[src/rtl/bitwise_sequencer_pkg.sv]
// Shared ALU definitions: sequencer state encoding, bitwise op codes and sizing helpers.
package bitwise_sequencer_pkg;

    localparam logic [1:0] ST_IDLE = 2'd0;
    localparam logic [1:0] ST_RUN  = 2'd1;
    localparam logic [1:0] ST_DONE = 2'd2;

    localparam logic [1:0] OP_AND  = 2'd0;
    localparam logic [1:0] OP_OR   = 2'd1;
    localparam logic [1:0] OP_XOR  = 2'd2;
    localparam logic [1:0] OP_NOT  = 2'd3;

    // Byte index width; a single-byte build still needs a 1-bit index.
    function automatic int idx_width(input int bytes);
        return (bytes > 1) ? $clog2(bytes) : 1;
    endfunction

endpackage

[src/rtl/bitwise_sequencer.sv]
// Drives one 8-bit bitwise unit a byte per cycle, LSB first, chaining carry between bytes,
// and returns the assembled word plus the final carry.
module bitwise_sequencer
    import bitwise_sequencer_pkg::*;
#(
    parameter int BYTES = 2
) (
    input  logic               clk,
    input  logic               rst,
    input  logic               req_valid,
    output logic               req_ready,
    input  logic [8*BYTES-1:0] req_a,
    input  logic [8*BYTES-1:0] req_b,
    input  logic [1:0]         req_op,
    input  logic               req_cin,
    input  logic               req_invc,
    output logic [7:0]         bw_a,
    output logic [7:0]         bw_b,
    output logic [1:0]         bw_op,
    output logic               bw_cin,
    output logic               bw_invc,
    input  logic [7:0]         bw_q,
    input  logic               bw_cout,
    output logic               rsp_valid,
    input  logic               rsp_ready,
    output logic [8*BYTES-1:0] rsp_q,
    output logic               rsp_cout
);

    localparam int W  = 8 * BYTES;
    localparam int IW = idx_width(BYTES);
    localparam logic [IW-1:0] LAST = IW'(BYTES - 1);

    logic [1:0]    state_q, state_d;
    logic [IW-1:0] idx_q, idx_d;
    logic [W-1:0]  a_q, a_d, b_q, b_d, res_q, res_d;
    logic [1:0]    op_q, op_d;
    logic          cin_q, cin_d, invc_q, invc_d;
    logic          carry_q, carry_d, cout_q, cout_d;

    always_comb begin
        state_d = state_q;
        idx_d   = idx_q;
        a_d     = a_q;
        b_d     = b_q;
        op_d    = op_q;
        cin_d   = cin_q;
        invc_d  = invc_q;
        carry_d = carry_q;
        cout_d  = cout_q;
        res_d   = res_q;
        case (state_q)
            ST_IDLE: begin
                if (req_valid) begin
                    a_d     = req_a;
                    b_d     = req_b;
                    op_d    = req_op;
                    cin_d   = req_cin;
                    invc_d  = req_invc;
                    idx_d   = '0;
                    state_d = ST_RUN;
                end
            end
            ST_RUN: begin
                for (int i = 0; i < BYTES; i++)
                    if (idx_q == IW'(i)) res_d[8*i +: 8] = bw_q;
                carry_d = bw_cout;
                if (idx_q == LAST) begin
                    cout_d  = bw_cout;
                    state_d = ST_DONE;
                end else begin
                    idx_d = idx_q + 1'b1;
                end
            end
            ST_DONE: begin
                if (rsp_ready) state_d = ST_IDLE;
            end
            default: state_d = ST_IDLE;
        endcase
    end

    always_ff @(posedge clk or posedge rst) begin
        if (rst) begin
            state_q <= ST_IDLE;
            idx_q   <= '0;
            a_q     <= '0;
            b_q     <= '0;
            op_q    <= '0;
            cin_q   <= 1'b0;
            invc_q  <= 1'b0;
            carry_q <= 1'b0;
            cout_q  <= 1'b0;
            res_q   <= '0;
        end else begin
            state_q <= state_d;
            idx_q   <= idx_d;
            a_q     <= a_d;
            b_q     <= b_d;
            op_q    <= op_d;
            cin_q   <= cin_d;
            invc_q  <= invc_d;
            carry_q <= carry_d;
            cout_q  <= cout_d;
            res_q   <= res_d;
        end
    end

    // Unit inputs come only from latched operands, so the unit stays quiet outside RUN.
    always_comb begin
        bw_a    = '0;
        bw_b    = '0;
        bw_op   = '0;
        bw_cin  = 1'b0;
        bw_invc = 1'b0;
        if (state_q == ST_RUN) begin
            for (int i = 0; i < BYTES; i++) begin
                if (idx_q == IW'(i)) begin
                    bw_a = a_q[8*i +: 8];
                    bw_b = b_q[8*i +: 8];
                end
            end
            bw_op   = op_q;
            bw_cin  = (idx_q == '0) ? cin_q : carry_q;
            bw_invc = (idx_q == LAST) ? invc_q : 1'b0;
        end
    end

    assign req_ready = (state_q == ST_IDLE) && !rst;
    assign rsp_valid = (state_q == ST_DONE);
    assign rsp_q     = res_q;
    assign rsp_cout  = cout_q;

endmodule

[config.mk]
export PLATFORM = sky130hd
export DESIGN_NAME = bitwise_sequencer
export DESIGN_NICKNAME = d
export VERILOG_FILES = /design/src/rtl/bitwise_sequencer_pkg.sv /design/src/rtl/bitwise_sequencer.sv
export SDC_FILE = /design/constraint.sdc
export NUM_CORES = 1
export LEC_CHECK = 0
export CAP_MARGIN = 15
export CORE_MARGIN = 2
export CORE_UTILIZATION = 56
export CTS_CLUSTER_DIAMETER = 30
export CTS_CLUSTER_SIZE = 8
export DETAILED_ROUTE_END_ITERATION = 10
export DONT_BUFFER_PORTS = 1
export HOLD_SLACK_MARGIN = 0.15
export PLACE_DENSITY = 0.85
export SLEW_MARGIN = 20
export SYNTH_ARGS = -nofsm -noshare
export SYNTH_HDL_FRONTEND = slang
export SYNTH_SLANG_ARGS = --single-unit
[constraint.sdc]
create_clock -name clk -period 1.75 [get_ports clk]
set_clock_uncertainty 0.15 [all_clocks]
set_input_delay 0.35 -clock clk [delete_from_list [all_inputs] [get_ports clk]]
set_output_delay 0.35 -clock clk [all_outputs]
set_load 0.02 [all_outputs]
==> flow_metrics.py <==
metrics = {
    "run_status": {
        "status": "finished, violations left",
        "violations": "negative setup slack",
    },
    "routing": {
        "routed_via_density": 5.85,
        "wl_um": 8560,
        "dr.first_iter.drc_count": 135,
        "vias": 1912,
        "avgRoutedWirePerCell_um": 26.2,
        "first_pass_iters": 4,
        "antenna_left": 0,
        "drc": 0,
    },
    "hold_path": {
        "hp-class": "register to register",
        "hold_path_depth": 1,
        "holdPathEnd": "b_q[8]",
        "hp-start": "b_q[8]",
    },
    "clocking": {
        "numCtsBuffers": 9,
        "clk_latency_ns": 0.34,
        "cts_tree": "yes",
        "cts_max_path_buffers": 2,
        "cts_sinks": 57,
        "path_clk_slew_ns": 0.07,
        "ctsHtreeMaxLevel": 3,
        "cts_root_buffer": "clkbuf_8",
    },
    "logic_synthesis": {
        "synth-seq-cells": 57,
        "synth_cell_types": 21,
        "syn_area_per_cell_um2": 14.2,
        "netlist_instances": 174,
        "syn_area_um2": 2470,
        "seq_area_frac_synth_pct": 57.7,
        "ys_warn_count": 0,
        "synth_fp_nets": 223,
    },
    "power_and_ir_drop": {
        "pwr-share-clk_pct": 13.5,
        "power_density_nw_per_um2": 2130,
        "switching_share_pct": 38.5,
        "internal_power_uw": 5140,
        "p_sw_uw": 3220,
        "p_leak_uw": 0.00188,
        "comb_power_share_pct": 52.4,
        "p_seq_share_pct": 34.1,
        "worst_ir_drop_vdd_uv": 1280,
    },
    "placed_design": {
        "dp_hpwl_um": 3620,
        "portBuffers": 0,
        "gp_congestion": 0.803,
        "placed_area_um2": 2720,
        "dp.cells": 243,
        "dpl_worst_slack_ns": 0.0382,
    },
    "layout": {
        "multi_input_area_um2": 1220,
        "final_cell_area_um2": 3930,
        "antenna_cells": 0,
        "layout.nets": 319,
        "fillCellCount": 137,
        "regArea_um2": 1430,
        "area_growth_pct": 58.9,
        "final_cells": 327,
        "drive_above_1_share_pct": 48.7,
    },
    "global_routing": {
        "grt_pass1_vias": 1966,
        "grt_overflow": 0,
        "antenna_found_initial": 0,
        "grt_start_max_net_pins": 33,
        "grt_pass1_wl_um": 9970,
        "track_usage_pct": 27.4,
    },
    "timing": {
        "hold_viol": 0,
        "fmax_ghz": 0.490,
        "rsz0062_at_grt": "yes",
        "timing.hold.ws_ns": 0.364,
        "fin_ws_ns": -0.292,
        "finalCritPeriodShare_pct": 117,
        "final_max_slew_viol_count": 0,
        "finalSetupViolCount": 68,
        "tightest_slew_ns": 0.576,
        "finalCriticalPeriod_ns": 2.04,
        "slew_headroom_pct": 61.5,
    },
    "floorplan": {
        "start_util_pct": 57.6,
        "rows": 24,
        "die_y_um": 70.5,
        "fp.dieArea_um2": 4960,
        "core_um2": 4290,
        "die_w_um": 70.5,
        "io_pins": 88,
    },
    "run": {
        "drv_cap": 0,
    },
    "setup_path": {
        "cp-start-kind": "register",
        "end_kind": "primary output",
        "crit_fanout": 8,
        "crit_required_ns": 1.25,
        "crit_type": "register to primary output",
        "r2r_setup_slack_ns": -0.13,
        "cp_cell_sequence": "buf_12 -> mux2i_1 -> nor2_1 -> buf_4",
        "r2r-start": "idx_q",
        "worstRegToRegCells": 6,
        "worstPathArrival_ns": 1.54,
        "worst_path_largest_cell_delay_ns": 0.45,
        "reg2reg_to": "rsp_q[1]",
        "critPathSlowestCell": "dfrtp_2",
    },
}
-- power by group through the flow --
stage,clock network [uW],logic [uW],registers (uW)
after floorplan,0,2010,2540
after global placement,0,2530,2640
after detailed placement,0,2660,2730
after CTS,1110,3120,2700
after global routing,1200,4540,2890
final,1130,4390,2850
-- cells in the final DEF, fill, tap and decap left out, drive strengths merged --
master | netlist | final
o21ai | 1 | 1
clkbuf | 1 | 17
nand2b | 4 | 4
nor2b | 1 | 1
and2 | 2 | 2
and3 | 1 | 1
clkinv | 0 | 3
mux2i | 17 | 17
a21o | 1 | 1
nor3 | 1 | 1
a21oi | 1 | 1
nor2 | 17 | 17
clkinvlp | 0 | 1
buf | 10 | 44
nor3b | 2 | 2
dlygate4sd3 | 0 | 48
nand3b | 1 | 1
or2b | 1 | 1
mux2 | 54 | 54
inv | 2 | 1
dfrtp | 57 | 57
-- area by class of cell --
| cell class | count | share of cell area [%] |
|---|---|---|
| tap | 52 | 1.66 |
| clock buffer | 13 | 4.04 |
| inverter | 2 | 0.287 |
| timing repair buffer | 96 | 26.3 |
| multi-input combinational | 104 | 30.9 |
| sequential | 57 | 36.4 |
| clock inverter | 3 | 0.382 |
-- cell families after synthesis --
| family | after synthesis | share of synthesized area (%) |
|---|---|---|
| DFF | 57 | 57.7 |
| buffers and inverters | 13 | 3.49 |
| AOI/OAI and AO/OA | 3 | 0.708 |
| and+or+nand+nor | 30 | 6.68 |
| muxes | 71 | 31.5 |
-- worst max-delay path, delay by kind of cell (launching register included) --
family	cells	cell delay, ns
buffers and inverters	2	0.35
flip-flops	1	0.45
multiplexers	1	0.29
AND/OR/NAND/NOR	1	0.11
-- metrics by stage --
step,utilization [%],total power (uW),setup TNS [ns]
2_1_floorplan,-,4550,-0.0326
3_3_place_gp,63.3,5180,0
3_5_place_dp,63.3,5390,0
4_1_cts,81.8,6930,-3.21
5_1_grt,91.5,8630,-8.54
6_report,91.5,8360,-6.15
-- routing by layer --
layer,vias to the layer above,global-route usage (%),wire (um)
li1,792,-,-
met1,1001,27.7,3350
met2,94,50.6,4470
met3,25,7.50,452
met4,0,13.9,290
met5,-,0,0
-- worst max path at each step --
stage	startpoint	cells after the start	endpoint	slack [ns]
6_report	idx_q	4	bw_a[7]	-0.29
3_5_place_dp	state_q[1]	3	rsp_q[3]	0.04
4_1_cts	idx_q	4	bw_a[6]	-0.16
5_1_grt	idx_q	4	bw_a[7]	-0.30
2_1_floorplan	state_q[1]	5	bw_a[0]	-0.003
3_3_place_gp	state_q[1]	3	rsp_q[0]	0.13
-- cells in the mapped netlist --
| master | count | area, um2 |
|---|---|---|
| a21o_1 | 1 | 7.51 |
| a21oi_1 | 1 | 5.00 |
| and2_1 | 2 | 12.5 |
| and3_1 | 1 | 6.26 |
| buf_2 | 6 | 30.0 |
| buf_6 | 4 | 45.0 |
| clkbuf_1 | 1 | 3.75 |
| dfrtp_1 | 57 | 1430 |
| inv_1 | 2 | 7.51 |
| mux2_1 | 2 | 22.5 |
| mux2_2 | 52 | 586 |
| mux2i_1 | 17 | 170 |
| nand2b_1 | 4 | 25.0 |
| nand3b_1 | 1 | 7.51 |
| nor2_1 | 17 | 63.8 |
| nor2b_1 | 1 | 6.26 |
| nor3_1 | 1 | 5.00 |
| nor3b_2 | 1 | 12.5 |
| nor3b_4 | 1 | 18.8 |
| o21ai_0 | 1 | 5.00 |
| or2b_1 | 1 | 7.51 |
-- flip-flops by register name, summed over array words and instances (netlist names) --
signal	cells
rsp_cout	1
cin_q	1
a_q	16
op_q	2
state_q	2
b_q	16
invc_q	1
idx_q	1
rsp_q	16
carry_q	1
-- what timing repair did --
item	CTS	global route
cloned	0	6
hold buffers	48	0
setup endpoints to repair	20	75
resized for setup	26	67
buffers inserted	8	7
endpoints found under the hold margin	82	0
pin swaps	3	8
No activity file was read; power rests on OpenSTA's default activity.
